$ cat config.mk
export PLATFORM = sky130hd
export DESIGN_NAME = spi_tx_master
export DESIGN_NICKNAME = d
export VERILOG_FILES = /design/src/rtl/spi_tx_pkg.sv /design/src/rtl/spi_tx_fifo.sv /design/src/rtl/spi_tx_master.sv
export SDC_FILE = /design/constraint.sdc
export NUM_CORES = 1
export LEC_CHECK = 0
export BUFFER_PORTS_ARGS = -buffer_cell sky130_fd_sc_hd__buf_2
export CAP_MARGIN = 25
export CORE_MARGIN = 2
export CORE_UTILIZATION = 30
export CTS_BUF_LIST = sky130_fd_sc_hd__clkbuf_8
export CTS_CLUSTER_DIAMETER = 200
export DETAILED_ROUTE_END_ITERATION = 12
export PLACE_DENSITY = 0.56
export SETUP_SLACK_MARGIN = 0.5
export SYNTH_ARGS = -nofsm -noshare
export SYNTH_HDL_FRONTEND = slang
export SYNTH_SLANG_ARGS = --single-unit
$ cat constraint.sdc
create_clock -name clk -period 7.41 [get_ports clk]
set_input_delay 0 -clock clk [delete_from_list [all_inputs] [get_ports clk]]
set_output_delay 0 -clock clk [all_outputs]
set_load 0.1 [all_outputs]
$ cat src/rtl/spi_tx_pkg.sv
// Shared types and helpers for the SPI transmit master: FSM states, SPI mode
// encodings and the chip-select index width.
package spi_tx_pkg;

  typedef enum logic [2:0] {
    ST_IDLE,
    ST_SETUP,
    ST_SHIFT,
    ST_HOLD,
    ST_GAP
  } state_t;

  // {cpol, cpha}
  localparam logic [1:0] MODE0 = 2'b00;
  localparam logic [1:0] MODE1 = 2'b01;
  localparam logic [1:0] MODE2 = 2'b10;
  localparam logic [1:0] MODE3 = 2'b11;

  function automatic int cs_width(input int n);
    return (n <= 1) ? 1 : $clog2(n);
  endfunction

endpackage

$ cat src/rtl/spi_tx_fifo.sv
// Synchronous show-ahead FIFO holding words waiting to be shifted out.
// Pushes while full and pops while empty are ignored.
module spi_tx_fifo #(
  parameter int DATA_W = 8,
  parameter int DEPTH  = 4
) (
  input  logic              clk,
  input  logic              rst,
  input  logic              push,
  input  logic              pop,
  input  logic [DATA_W-1:0] wr_data,
  output logic [DATA_W-1:0] rd_data,
  output logic              full,
  output logic              empty
);
  localparam int AW = $clog2(DEPTH);

  logic [DATA_W-1:0] mem [DEPTH];
  logic [AW-1:0]     wr_ptr;
  logic [AW-1:0]     rd_ptr;
  logic [AW:0]       count;
  logic              do_push;
  logic              do_pop;

  assign full    = (count == (AW+1)'(DEPTH));
  assign empty   = (count == '0);
  assign do_push = push && !full;
  assign do_pop  = pop && !empty;
  assign rd_data = mem[rd_ptr];

  always_ff @(posedge clk) begin
    if (rst) begin
      wr_ptr <= '0;
      rd_ptr <= '0;
      count  <= '0;
    end else begin
      if (do_push) wr_ptr <= wr_ptr + 1'b1;
      if (do_pop)  rd_ptr <= rd_ptr + 1'b1;
      if (do_push && !do_pop)      count <= count + 1'b1;
      else if (do_pop && !do_push) count <= count - 1'b1;
    end
  end

  always_ff @(posedge clk) begin
    if (do_push) mem[wr_ptr] <= wr_data;
  end

endmodule

$ cat src/rtl/spi_tx_master.sv
// SPI master transmitter: TX FIFO, half-period divider, mode 0..3 shifter, multi-CS.
// Define SPI_TX_LSB_FIRST_EN to add the lsb_first input (LSB-first frames).
module spi_tx_master
  import spi_tx_pkg::*;
#(
  parameter int DATA_W     = 8,
  parameter int CS_NUM     = 4,
  parameter int DIV_W      = 16,
  parameter int FIFO_DEPTH = 4
) (
  input  logic                        clk,
  input  logic                        rst,
  input  logic                        enable,
  input  logic [DIV_W-1:0]            clk_div,
  input  logic                        cpol,
  input  logic                        cpha,
  input  logic [cs_width(CS_NUM)-1:0] cs_sel,
`ifdef SPI_TX_LSB_FIRST_EN
  input  logic                        lsb_first,
`endif
  input  logic                        wr_valid,
  input  logic [DATA_W-1:0]           wr_data,
  output logic                        wr_ready,
  output logic                        busy,
  output logic                        done,
  output logic                        spi_sclk,
  output logic                        spi_mosi,
  output logic [CS_NUM-1:0]           spi_cs_n
);
  localparam int CS_W  = cs_width(CS_NUM);
  localparam int BIT_W = $clog2(DATA_W);

  state_t            state;
  logic [DIV_W-1:0]  cnt;
  logic [DIV_W-1:0]  div_q;
  logic [DIV_W-1:0]  reload_val;
  logic [1:0]        mode_q;
  logic              lsb_in;
  logic              lsb_q;
  logic [DATA_W-1:0] sh;
  logic [BIT_W-1:0]  bit_cnt;
  logic [DATA_W-1:0] head;
  logic [CS_NUM-1:0] cs_dec;
  logic fifo_full, fifo_empty, pop, tick, leading, late_sample, idle_lvl;

`ifdef SPI_TX_LSB_FIRST_EN
  assign lsb_in = lsb_first;
`else
  assign lsb_in = 1'b0;
`endif

  function automatic logic out_bit(input logic [DATA_W-1:0] v, input logic lsb);
    return lsb ? v[0] : v[DATA_W-1];
  endfunction

  function automatic logic [DATA_W-1:0] shift_word(input logic [DATA_W-1:0] v, input logic lsb);
    return lsb ? (v >> 1) : (v << 1);
  endfunction

  spi_tx_fifo #(.DATA_W(DATA_W), .DEPTH(FIFO_DEPTH)) u_fifo (
    .clk     (clk),
    .rst     (rst),
    .push    (wr_valid),
    .pop     (pop),
    .wr_data (wr_data),
    .rd_data (head),
    .full    (fifo_full),
    .empty   (fifo_empty)
  );

  // Handshake: a word is accepted on any cycle where wr_valid && wr_ready.
  assign wr_ready    = !fifo_full;
  assign busy        = (state != ST_IDLE) || !fifo_empty;
  assign tick        = (cnt == '0);
  assign pop         = enable && !fifo_empty &&
                       ((state == ST_IDLE) || (state == ST_GAP && tick));
  assign reload_val  = (state == ST_IDLE || pop) ? clk_div : div_q;
  assign late_sample = (mode_q == MODE1) || (mode_q == MODE3);
  assign idle_lvl    = (mode_q == MODE2) || (mode_q == MODE3);
  assign leading     = (spi_sclk == idle_lvl);

  // Out-of-range selects decode to no asserted chip select.
  always_comb begin
    cs_dec = '1;
    for (int i = 0; i < CS_NUM; i++) begin
      if (cs_sel == CS_W'(i)) cs_dec[i] = 1'b0;
    end
  end

  always_ff @(posedge clk) begin
    if (rst) begin
      state    <= ST_IDLE;
      cnt      <= '0;
      div_q    <= '0;
      mode_q   <= MODE0;
      lsb_q    <= 1'b0;
      sh       <= '0;
      bit_cnt  <= '0;
      done     <= 1'b0;
      spi_sclk <= cpol;
      spi_mosi <= 1'b0;
      spi_cs_n <= '1;
    end else begin
      done <= 1'b0;
      cnt  <= (state == ST_IDLE || tick) ? reload_val : cnt - 1'b1;
      if (pop) begin
        div_q    <= clk_div;
        mode_q   <= {cpol, cpha};
        lsb_q    <= lsb_in;
        bit_cnt  <= BIT_W'(DATA_W - 1);
        sh       <= cpha ? head : shift_word(head, lsb_in);
        spi_mosi <= cpha ? 1'b0 : out_bit(head, lsb_in);
        spi_sclk <= cpol;
        spi_cs_n <= cs_dec;
        state    <= ST_SETUP;
      end else begin
        case (state)
          ST_IDLE:  spi_sclk <= cpol;
          ST_SETUP: if (tick) state <= ST_SHIFT;
          ST_SHIFT: if (tick) begin
            spi_sclk <= ~spi_sclk;
            if (leading) begin
              if (late_sample) begin
                spi_mosi <= out_bit(sh, lsb_q);
                sh       <= shift_word(sh, lsb_q);
              end
            end else if (bit_cnt == '0) begin
              // Trailing edge of the last bit: SCLK is back at its idle level.
              state <= ST_HOLD;
            end else begin
              bit_cnt <= bit_cnt - 1'b1;
              if (!late_sample) begin
                spi_mosi <= out_bit(sh, lsb_q);
                sh       <= shift_word(sh, lsb_q);
              end
            end
          end
          ST_HOLD: if (tick) begin
            done     <= 1'b1;
            spi_cs_n <= '1;
            spi_mosi <= 1'b0;
            state    <= ST_GAP;
          end
          ST_GAP:  if (tick) state <= ST_IDLE;
          default: state <= ST_IDLE;
        endcase
      end
    end
  end

endmodule

### Word level (Yosys, flattened, before mapping)

Memories as Yosys holds them, arrays and structs flattened. A register that Yosys moved wholly into a read port is not among the register bits.
Index checks and enable logic that the tools add are counted.

| cells by class | value |
|---|---|
| equality and inequality tests | 34 |
| bitwise logic cells | 3 |
| reductions and logical operators | 38 |
| add/sub/neg operators | 6 |
| muxes and demuxes | 50 |

Operators by type and width:

| kind | count |
|---|---|
| two-way mux 8 bit | 8 |
| two-way mux 3 bit | 13 |
| two-way mux 16 bit | 2 |
| != test 3 bit (second input constant) | 8 |
| two-way mux 1 bit | 19 |
| != test 2 bit (second input constant) | 9 |
| zero test 16 bit | 1 |
| != test 4 bit (second input constant) | 4 |
| subtractor 16 x 1 -> 16 bit (second input constant) | 1 |
| one-hot mux 3 bit (5 select lines) | 1 |
| AND reduction 7 bit | 2 |
| two-way mux 4 bit | 3 |
| zero test 3 bit | 3 |
| == test 2 bit (second input constant) | 4 |
| nonzero test 2 bit | 4 |
| logical AND 1 bit | 7 |
| == test 3 x 2 -> 1 bit (second input constant) | 2 |
| == test 3 bit (second input constant) | 2 |
| logical OR 1 bit | 6 |
| AND reduction 6 bit | 1 |
| nonzero test 3 bit | 2 |
| subtractor 3 x 1 -> 3 bit (second input constant) | 2 |
| AND reduction 5 bit | 1 |
| adder 2 x 1 -> 2 bit (second input constant) | 2 |
| other kinds (15) | 24 |

| storage, ports and cells | value |
|---|---|
| memories | 1 |
| output and inout bits | 9 |
| word-level logic and storage cells | 146 |
| input port bits | 32 |
| RAM bits | 32 |
| flip-flop bits (word level) | 62 |

Memories:

| memory | depth | width | rd ports | clocked after Yosys merged registers in | write ports | line | source |
|---|---|---|---|---|---|---|---|
| u_fifo.mem | 4 | 8 | 1 | 1 | 1 | spi_tx_fifo.sv:18 | `logic [DATA_W-1:0] mem [DEPTH];` |

### Longest topological paths before layout

Gate-level depths: netlist (run 1).

| depth | value |
|---|---|
| depth after elaboration | 8 |
| gate-level depth with buffers | 13 |

### Modules after synthesis

From an unflattened synthesis (run 1), not the netlist that was laid out.

| unflattened totals | value |
|---|---|
| cell total of the unflattened synthesis | 443 |
| area, all modules | 4448.0 um^2 |

Modules (own cells, without submodules):

| module | sequential area each (um^2) | times used | area each (um^2) | cells each |
|---|---|---|---|---|
| spi_tx_master | 1111.1 | 1 | 2827.7 | 353 |
| spi_tx_fifo | 1141.1 | 1 | 1620.3 | 90 |

### Worst setup path after synthesis (run 1)

No wires, ideal clock.

| path | value |
|---|---|
| path kind | register to register |
| start | register cnt[0] |
| end | register u_fifo.count[2] |
| arrival | 2.742 ns |
| path buffers | 2 |
| stages on the path, launching flop included | 14 |
| data required time | 7.339 ns |
| slack | 4.596 ns |
| cell sequence | dfxtp_1 -> inv_1 -> ha_1 -> and4_1 -> clkbuf_1 -> a21o_2 -> inv_2 -> buf_2 -> ha_1 -> inv_1 -> fa_1 -> xor2_1 -> or3_1 -> a21oi_1 |

| between the ends | value |
|---|---|
| word-level cells in the longest chain between the ends | 8 |

Ends and longest elaborated chain:

| item | line | source |
|---|---|---|
| start, declared | spi_tx_master.sv:34 | `logic [DIV_W-1:0] cnt;` |
| start signal, assigned | spi_tx_master.sv:105 | `cnt <= (state == ST_IDLE \|\| tick) ? reload_val : cnt - 1'b1;` |
| zero test 16 bit (*) | spi_tx_master.sv:74 | `assign tick = (cnt == '0);` |
| logical AND 1 bit (*) | spi_tx_master.sv:76 | `((state == ST_IDLE) \|\| (state == ST_GAP && tick));` |
| logical OR 1 bit (*) | spi_tx_master.sv:76 |  |
| logical AND 1 bit (*) | spi_tx_master.sv:75 | `assign pop = enable && !fifo_empty &&` |
| logical AND 1 bit (*) | spi_tx_fifo.sv:28 | `assign do_pop = pop && !empty;` |
| zero test 1 bit | spi_tx_fifo.sv:39 | `if (do_push && !do_pop) count <= count + 1'b1;` |
| logical AND 1 bit | spi_tx_fifo.sv:39 |  |
| two-way mux 3 bit / nonzero test 2 bit (equally long branches) | - |  |
| end signal, assigned | spi_tx_fifo.sv:39 |  |
| end signal, assigned | spi_tx_fifo.sv:40 | `else if (do_pop && !do_push) count <= count - 1'b1;` |
| end, declared | spi_tx_fifo.sv:21 | `logic [AW:0] count;` |

Every way passes the cells marked *; elsewhere a longest branch is shown, timed or not.
A chain may end at the register's enable or synchronous reset.

### Worst setup path in the final report (run 1)

| path | value |
|---|---|
| start | register u_fifo.count[0] |
| end | register u_fifo.count[2] |

| between the ends | value |
|---|---|
| word-level cells in the longest chain between the ends | 8 |

Ends and longest elaborated chain:

| item |
|---|
| branches (longest 8 deep; another with subtractor 3 x 1 -> 3 bit) |

Several ways; the timed one is not identified. The select of a mux whose other input is x is not followed.

==> results.md, run 1 <==
* Initial Utilization at 30.3%
* Ys Warns at 0
* Multi-input gate area at 0.00196 mm²
* CTS max path bufs at 2
* # diodes at 0
* Core footprint at 0.0144 mm²
* Max-slew violations at 0
* Fin crit period at 3.64 ns
* DIE HEIGHT at 124 µm
* WL/cell at 14.4 µm
* Final hold violations at 0
* #FFs+latches synth at 96
* Critical Path Source Type: flop
* Port buffer count at 40
* CTS clk-pin slew, worst paths at 0.10 ns
* Worst EP required at 7.70 ns
* Syn nets at 454
* Maxcap violations at 0
* Synth Flop Type: dfxtp_1
* CTS H-tree lvls at 3
* Drt drc at 0
* TNS Setup at 0 ns
* # fillers at 1,432
* Period utilisation layout at 49.1%
* Seq/Total Area, Yosys at 51.8%
* CP Data Arrival Time at 3.93 ns
* Max FO, Critical Path at 37
* Worst Skew at 0.0122 ns
* Vias in the first global route at 3,204
* CTS tree: built
* ANT nets after route at 0
* R2r setup slk at 3.77 ns
* Detailed Route Iter0 Violations at 198
* DP HPWL at 6.44 mm
* Syn avg cell area at 10.5 µm²
* Mapped Cells at 413
* RSZ-0062 raised after global routing: no
* Leak at 0.00183 µW
* Root buffer cell: clkbuf_8
* Die span in x at 124 µm
* FFs w/ async S/R, synth at 0%
* Status: finished clean
* Unique cell type count in the Yosys netlist at 55
* Post-CTS Setup Inserts at 0
* Hold Crit Class: in2reg
* Vias per cell at 4.94
* Core Util, Final at 36.0%
* Drt pass-1 iters at 4
* F_max at 275 MHz
* Post-Syn Area at 0.00435 mm²
* Pin count of the biggest net entering global routing at 69
* Total Wirelength at 9.51 mm
* Total number of vias at 3,255
* Pwr Density at 335 mW/mm²
* Die area at 0.0155 mm²
* TritonCTS buffer count at 9
* # IOs at 41
* Total GRT Usage at 12.6%
* Least-Margin Pin Slew at 0.757 ns
* Worst skew pair latency at 0.37 ns
* GPL Wtd Cong at 0.814
* Share of cells above drive strength 1 at 18.3%
* Area growth, synth to finish at 18.9%
* Max VDD drop at 0.000181 V
* Critical path class: reg2reg
* # clock sinks at 96
* Final #Nets at 511
* First-pass GRT wire length at 16.0 mm
* Final Setup Violations at 0
* Gr ovfl total at 0
* Setup crit end kind: flop
* Rel. slew slack at 49.5%
* Antenna violations before repair at 0
* Seq. cell area at 0.00225 mm²
* Number of synthesized flops with an enable pin at 33
* Std cell rows at 44
==> final cells by class <==
class                      count  area share (%)
sequential                    96            43.6
timing repair buffer          71            9.77
inverter                      11           0.798
clock buffer                   9            2.40
clock inverter                 7            1.21
tap                          184            4.45
multi-input combinational    281            37.8
==> report_power, final <==
part	internal [µW]	total (µW)	switching, µW
Clock	129	329	200
Combinational	241	656	415
Sequential	656	748	92.1
Total	1030	1730	707
==> state kept, by name, summed over array words and instances (netlist names), named ones only <==
register and count:
u_fifo.rd_ptr 2, bit_cnt 3, spi_mosi 1, u_fifo.wr_ptr 2
spi_cs_n 4, mode_q 2, spi_sclk 1, u_fifo.mem 32
sh 8, u_fifo.count 3, done 1, cnt 16
div_q 16, state 3
==> metal layers <==
metal / share of wire, % / GRT usage [%] / routed length (µm)
met1: 49 / 16.8 / 4640
met2: 47 / 20.5 / 4500
met3: 3.4 / 3.31 / 326
met4: 0.46 / 3.37 / 44
met5: 0 / 0 / 0
==> what timing repair did <==
| action | 4_1_cts | 5_1_grt |
|---|---|---|
| hold endpoints to repair | 69 | 0 |
| hold buffers | 29 | 0 |
| gates resized for setup | 0 | 0 |
==> Yosys cell counts, drive strengths merged (2+ instances only) <==
| cell | instances | share of area, % |
|---|---|---|
| or3b | 3 | 0.60 |
| o21ai | 6 | 0.69 |
| dfxtp | 63 | 29 |
| xnor2 | 13 | 2.6 |
| o22ai | 8 | 1.2 |
| or4b | 3 | 0.69 |
| o221a | 3 | 0.78 |
| mux4 | 8 | 4.1 |
| or3 | 8 | 1.3 |
| o31a | 5 | 1.0 |
| and3 | 11 | 1.6 |
| nor2 | 29 | 2.5 |
| a21oi | 30 | 3.5 |
| nand3 | 5 | 0.58 |
| nor2b | 2 | 0.29 |
| mux2i | 9 | 2.1 |
| a211oi | 13 | 3.0 |
| inv | 11 | 0.95 |
| a221oi | 4 | 0.81 |
| or4 | 2 | 0.43 |
| xor2 | 8 | 1.6 |
| a21o | 2 | 0.37 |
| nand3b | 2 | 0.35 |
| clkbuf | 19 | 1.6 |
| nor3 | 15 | 2.1 |
| buf | 6 | 0.69 |
| ha | 8 | 2.3 |
| a2111oi | 4 | 1.2 |
| nor4 | 6 | 1.0 |
| nand2 | 59 | 5.1 |
| nand4 | 4 | 0.72 |
| edfxtp | 33 | 23 |
==> worst paths after layout <==
check,from,endpoint,cells past startpoint
min,wr_valid,u_fifo.wr_ptr[0],4
max reg2reg,u_fifo.count[0],u_fifo.count[2],10
max,u_fifo.count[0],u_fifo.count[2],10
min reg2reg,div_q[7],div_q[7],2
==> cell families (layout without fill, tap and decap cells) <==
family / Yosys count / in the layout / share of synthesized area (%)
simple gates: 156 / 156 / 18.6
flops: 96 / 96 / 51.8
compound gates: 78 / 78 / 13.1
buf+inv: 36 / 98 / 3.28
xor+xnor: 21 / 21 / 4.23
mux: 17 / 17 / 6.21
fa+ha+maj: 9 / 9 / 2.76
==> worst max-delay path, cell delays in order (launching register included) <==
cell,delay (ns)
dfxtp_1,0.37
nor3_1,0.57
nor4b_2,0.14
a21o_2,0.49
inv_2,0.63
ha_1,0.31
inv_1,0.06
fa_1,0.37
xor2_1,0.16
or3_1,0.30
a21oi_1,0.15
==> per-stage QoR <==
stage | hold slack, ns | cell area (µm²) | setup slack [ns] | instances | power [µW]
3_3_place_gp | 0.213 | 4690 | 3.97 | 614 | 1390
6_report | 0.169 | 5170 | 3.77 | 659 | 1730
4_1_cts | 0.142 | 5170 | 3.76 | 659 | 1760
3_5_place_dp | 0.220 | 4690 | 3.79 | 614 | 1410
2_1_floorplan | 0.0989 | 4350 | 4.60 | 413 | 1260
5_1_grt | 0.224 | 5170 | 3.51 | 659 | 1860
==> layout by cell type (no fill, tap or decap), drive strengths merged, types with 8 or more instances in the layout <==
| cell | netlist | routed |
|---|---|---|
| and3 | 11 | 11 |
| or3 | 8 | 8 |
| edfxtp | 33 | 33 |
| inv | 11 | 15 |
| dfxtp | 63 | 63 |
| xnor2 | 13 | 13 |
| mux4 | 8 | 8 |
| xor2 | 8 | 8 |
| a21oi | 30 | 30 |
| clkbuf | 19 | 9 |
| nor2 | 29 | 29 |
| dlygate4sd3 | 0 | 29 |
| ha | 8 | 8 |
| nand2 | 59 | 59 |
| buf | 6 | 42 |
| a211oi | 13 | 13 |
| o22ai | 8 | 8 |
| mux2i | 9 | 9 |
| nor3 | 15 | 15 |
No activity file was read; power rests on OpenSTA's default activity.
==> inputs of run 2 (changes only) <==
--- a/config.mk
+++ b/config.mk
@@ -12,7 +12,7 @@
 export CTS_BUF_LIST = sky130_fd_sc_hd__clkbuf_8
 export CTS_CLUSTER_DIAMETER = 200
 export DETAILED_ROUTE_END_ITERATION = 12
-export PLACE_DENSITY = 0.56
+export PLACE_DENSITY = 0.58
 export SETUP_SLACK_MARGIN = 0.5
 export SYNTH_ARGS = -nofsm -noshare
 export SYNTH_HDL_FRONTEND = slang
==> constraint.sdc (replaced) <==
create_clock -name clk -period 3.3 [get_ports clk]
set_input_delay 0 -clock clk [delete_from_list [all_inputs] [get_ports clk]]
set_output_delay 0 -clock clk [all_outputs]
set_load 0.1 [all_outputs]
==> run 2 against run 1 <==
Against the previous run:
- largest power group unchanged
- critical endpoint unchanged
- clock skew is 0.0042 ns lower
- utilization grew 0.10 points
- sequential power is 120% higher
- largest cell class unchanged
==> results.md, run 2 (synthesized netlist as in run 1, its figures left out) <==
* Regs by FF count: u_fifo.mem x32, cnt x16, div_q x16
* Seq. cell area at 0.00225 mm²
* Pwr Total at 3900 µW
* # IOs at 41
* Clk pwr share at 18.2%
* Pwr Density at 752 mW/mm²
* First-pass GRT wire length at 15.6 mm
* Worst path bufs/invs at 3
* CTS H-tree lvls at 3
* Maxcap violations at 0
* # diodes at 0
* Port buffer count at 40
* TNS Setup at 0 ns
* Vias per cell at 4.93
* Post-place setup slack at 0.506 ns
* Max VDD drop at 0.000365 V
* GPL Wtd Cong at 0.801
* Max reg flops at 32
* Core Util, Final at 36.1%
* Combinational share of power at 38.7%
* Commonest non-fill, non-tap cell in the layout: dfxtp_1
* Sw Ratio at 40.1%
* Initial Utilization at 30.3%
* CTS tree: built
* ANT nets after route at 0
* TritonCTS buffer count at 9
* Fin crit period at 2.63 ns
* Sw power at 1570 µW
* Final #Nets at 512
* Multi-input gate area at 0.00197 mm²
* # clock sinks at 96
* Status: finished clean
* WL/cell at 14.5 µm
* Least-Margin Pin Slew at 0.677 ns
* Die area at 0.0155 mm²
* Final Setup Violations at 0
* Pin count of the biggest net entering global routing at 43
* Met3 Wirelength at 383 µm
* Period utilisation layout at 79.7%
* Vias in the first global route at 3,211
* Die span in x at 124 µm
* # fillers at 1,408
* Crit-path cells: inv_1 -> ha_1 -> and4_4 -> a21o_2 -> inv_4 -> ha_1 -> inv_1 -> fa_1 -> xor2_1 -> or3_1 -> a21oi_1
* Setup crit end kind: flop
* Worst skew pair latency at 0.36 ns
* Worst Skew at 0.00791 ns
* Gr ovfl total at 0
* Total number of vias at 3,251
* Total Wirelength at 9.57 mm
* Internal power at 2330 µW
* Setup ws final at 0.671 ns
* Hold Crit Class: in2reg
* Total GRT Usage at 12.5%
* CP Data Arrival Time at 2.92 ns
* Rel. slew slack at 54.9%
* Leak at 0.00182 µW
* Slowest cell on the critical path: dfxtp_1
* Core footprint at 0.0144 mm²
* Antenna violations before repair at 0
* Max-slew violations at 0
* Std cell rows at 44
* Drt pass-1 iters at 4
* CTS clk-pin slew, worst paths at 0.09 ns
* F_max at 380 MHz
* RSZ-0062 raised after global routing: no
* Worst path top cell family by delay: adder cells
* Root buffer cell: clkbuf_8
* Detailed Route Iter0 Violations at 168
* Reg with most FFs: u_fifo.mem
* DIE HEIGHT at 124 µm
* Final hold violations at 0
* Max Used Layer: met4
* DP HPWL at 6.69 mm
* Critical Path Source Type: flop
* Share of cells above drive strength 1 at 19.3%
* Power share of the sequential group at 43.2%
* Area growth, synth to finish at 19.2%
* Hold slack at 0.102 ns
* Met2 wire len at 4.51 mm
* Drt drc at 0
* CP max stage delay at 0.41 ns
* Max FO, Critical Path at 13
* DRT met1 WL at 4.52 mm
* Critical path class: reg2reg
* Most frequent cells in the layout: dfxtp_1 (63), nand2_1 (59), buf_2 (40)
* CTS max path bufs at 2
* Worst EP required at 3.59 ns
## run 2: what timing repair did
action	CTS	global route
setup buffers	0	0
resized for setup	1	4
hold buffers	28	0
endpoints found under the hold margin	67	0
setup endpoints to repair	1	1
## run 2: power groups by stage
stage / Sequential (µW) / Combinational [µW] / Clock [µW]
global placement: 1700 / 1440 / 0
CTS: 1680 / 1510 / 736
global route: 1720 / 1660 / 783
detailed placement: 1710 / 1480 / 0
finish: 1680 / 1510 / 709
floorplan: 1710 / 1120 / 0
## run 2: per-stage QoR
step / cells / cell area [µm²]
global placement: 616 / 4710
CTS: 660 / 5170
finish: 660 / 5190
detailed placement: 616 / 4710
floorplan: 413 / 4350
global route: 660 / 5190
## run 2: per-layer routing
metal  track usage (%)  vias up
met2              20.8       67
met5                 0        -
li1                  -     1624
met3              3.14       11
met1              15.9     1549
met4              4.30        0
## run 2: final timing paths
| check | start | end | slack [ns] | cells past startpoint |
|---|---|---|---|---|
| max reg2reg | cnt[0] | u_fifo.count[2] | 0.67 | 11 |
| min | rst | u_fifo.wr_ptr[1] | 0.10 | 2 |
| max | cnt[0] | u_fifo.count[2] | 0.67 | 11 |
| min reg2reg | div_q[6] | div_q[6] | 0.46 | 2 |
## run 2: area by class of cell
| class | count | area share, % |
|---|---|---|
| sequential | 96 | 43.4 |
| clock inverter | 6 | 0.844 |
| clock buffer | 10 | 2.65 |
| multi-input combinational | 281 | 37.9 |
| timing repair buffer | 72 | 9.84 |
| inverter | 11 | 0.844 |
| tap | 184 | 4.44 |
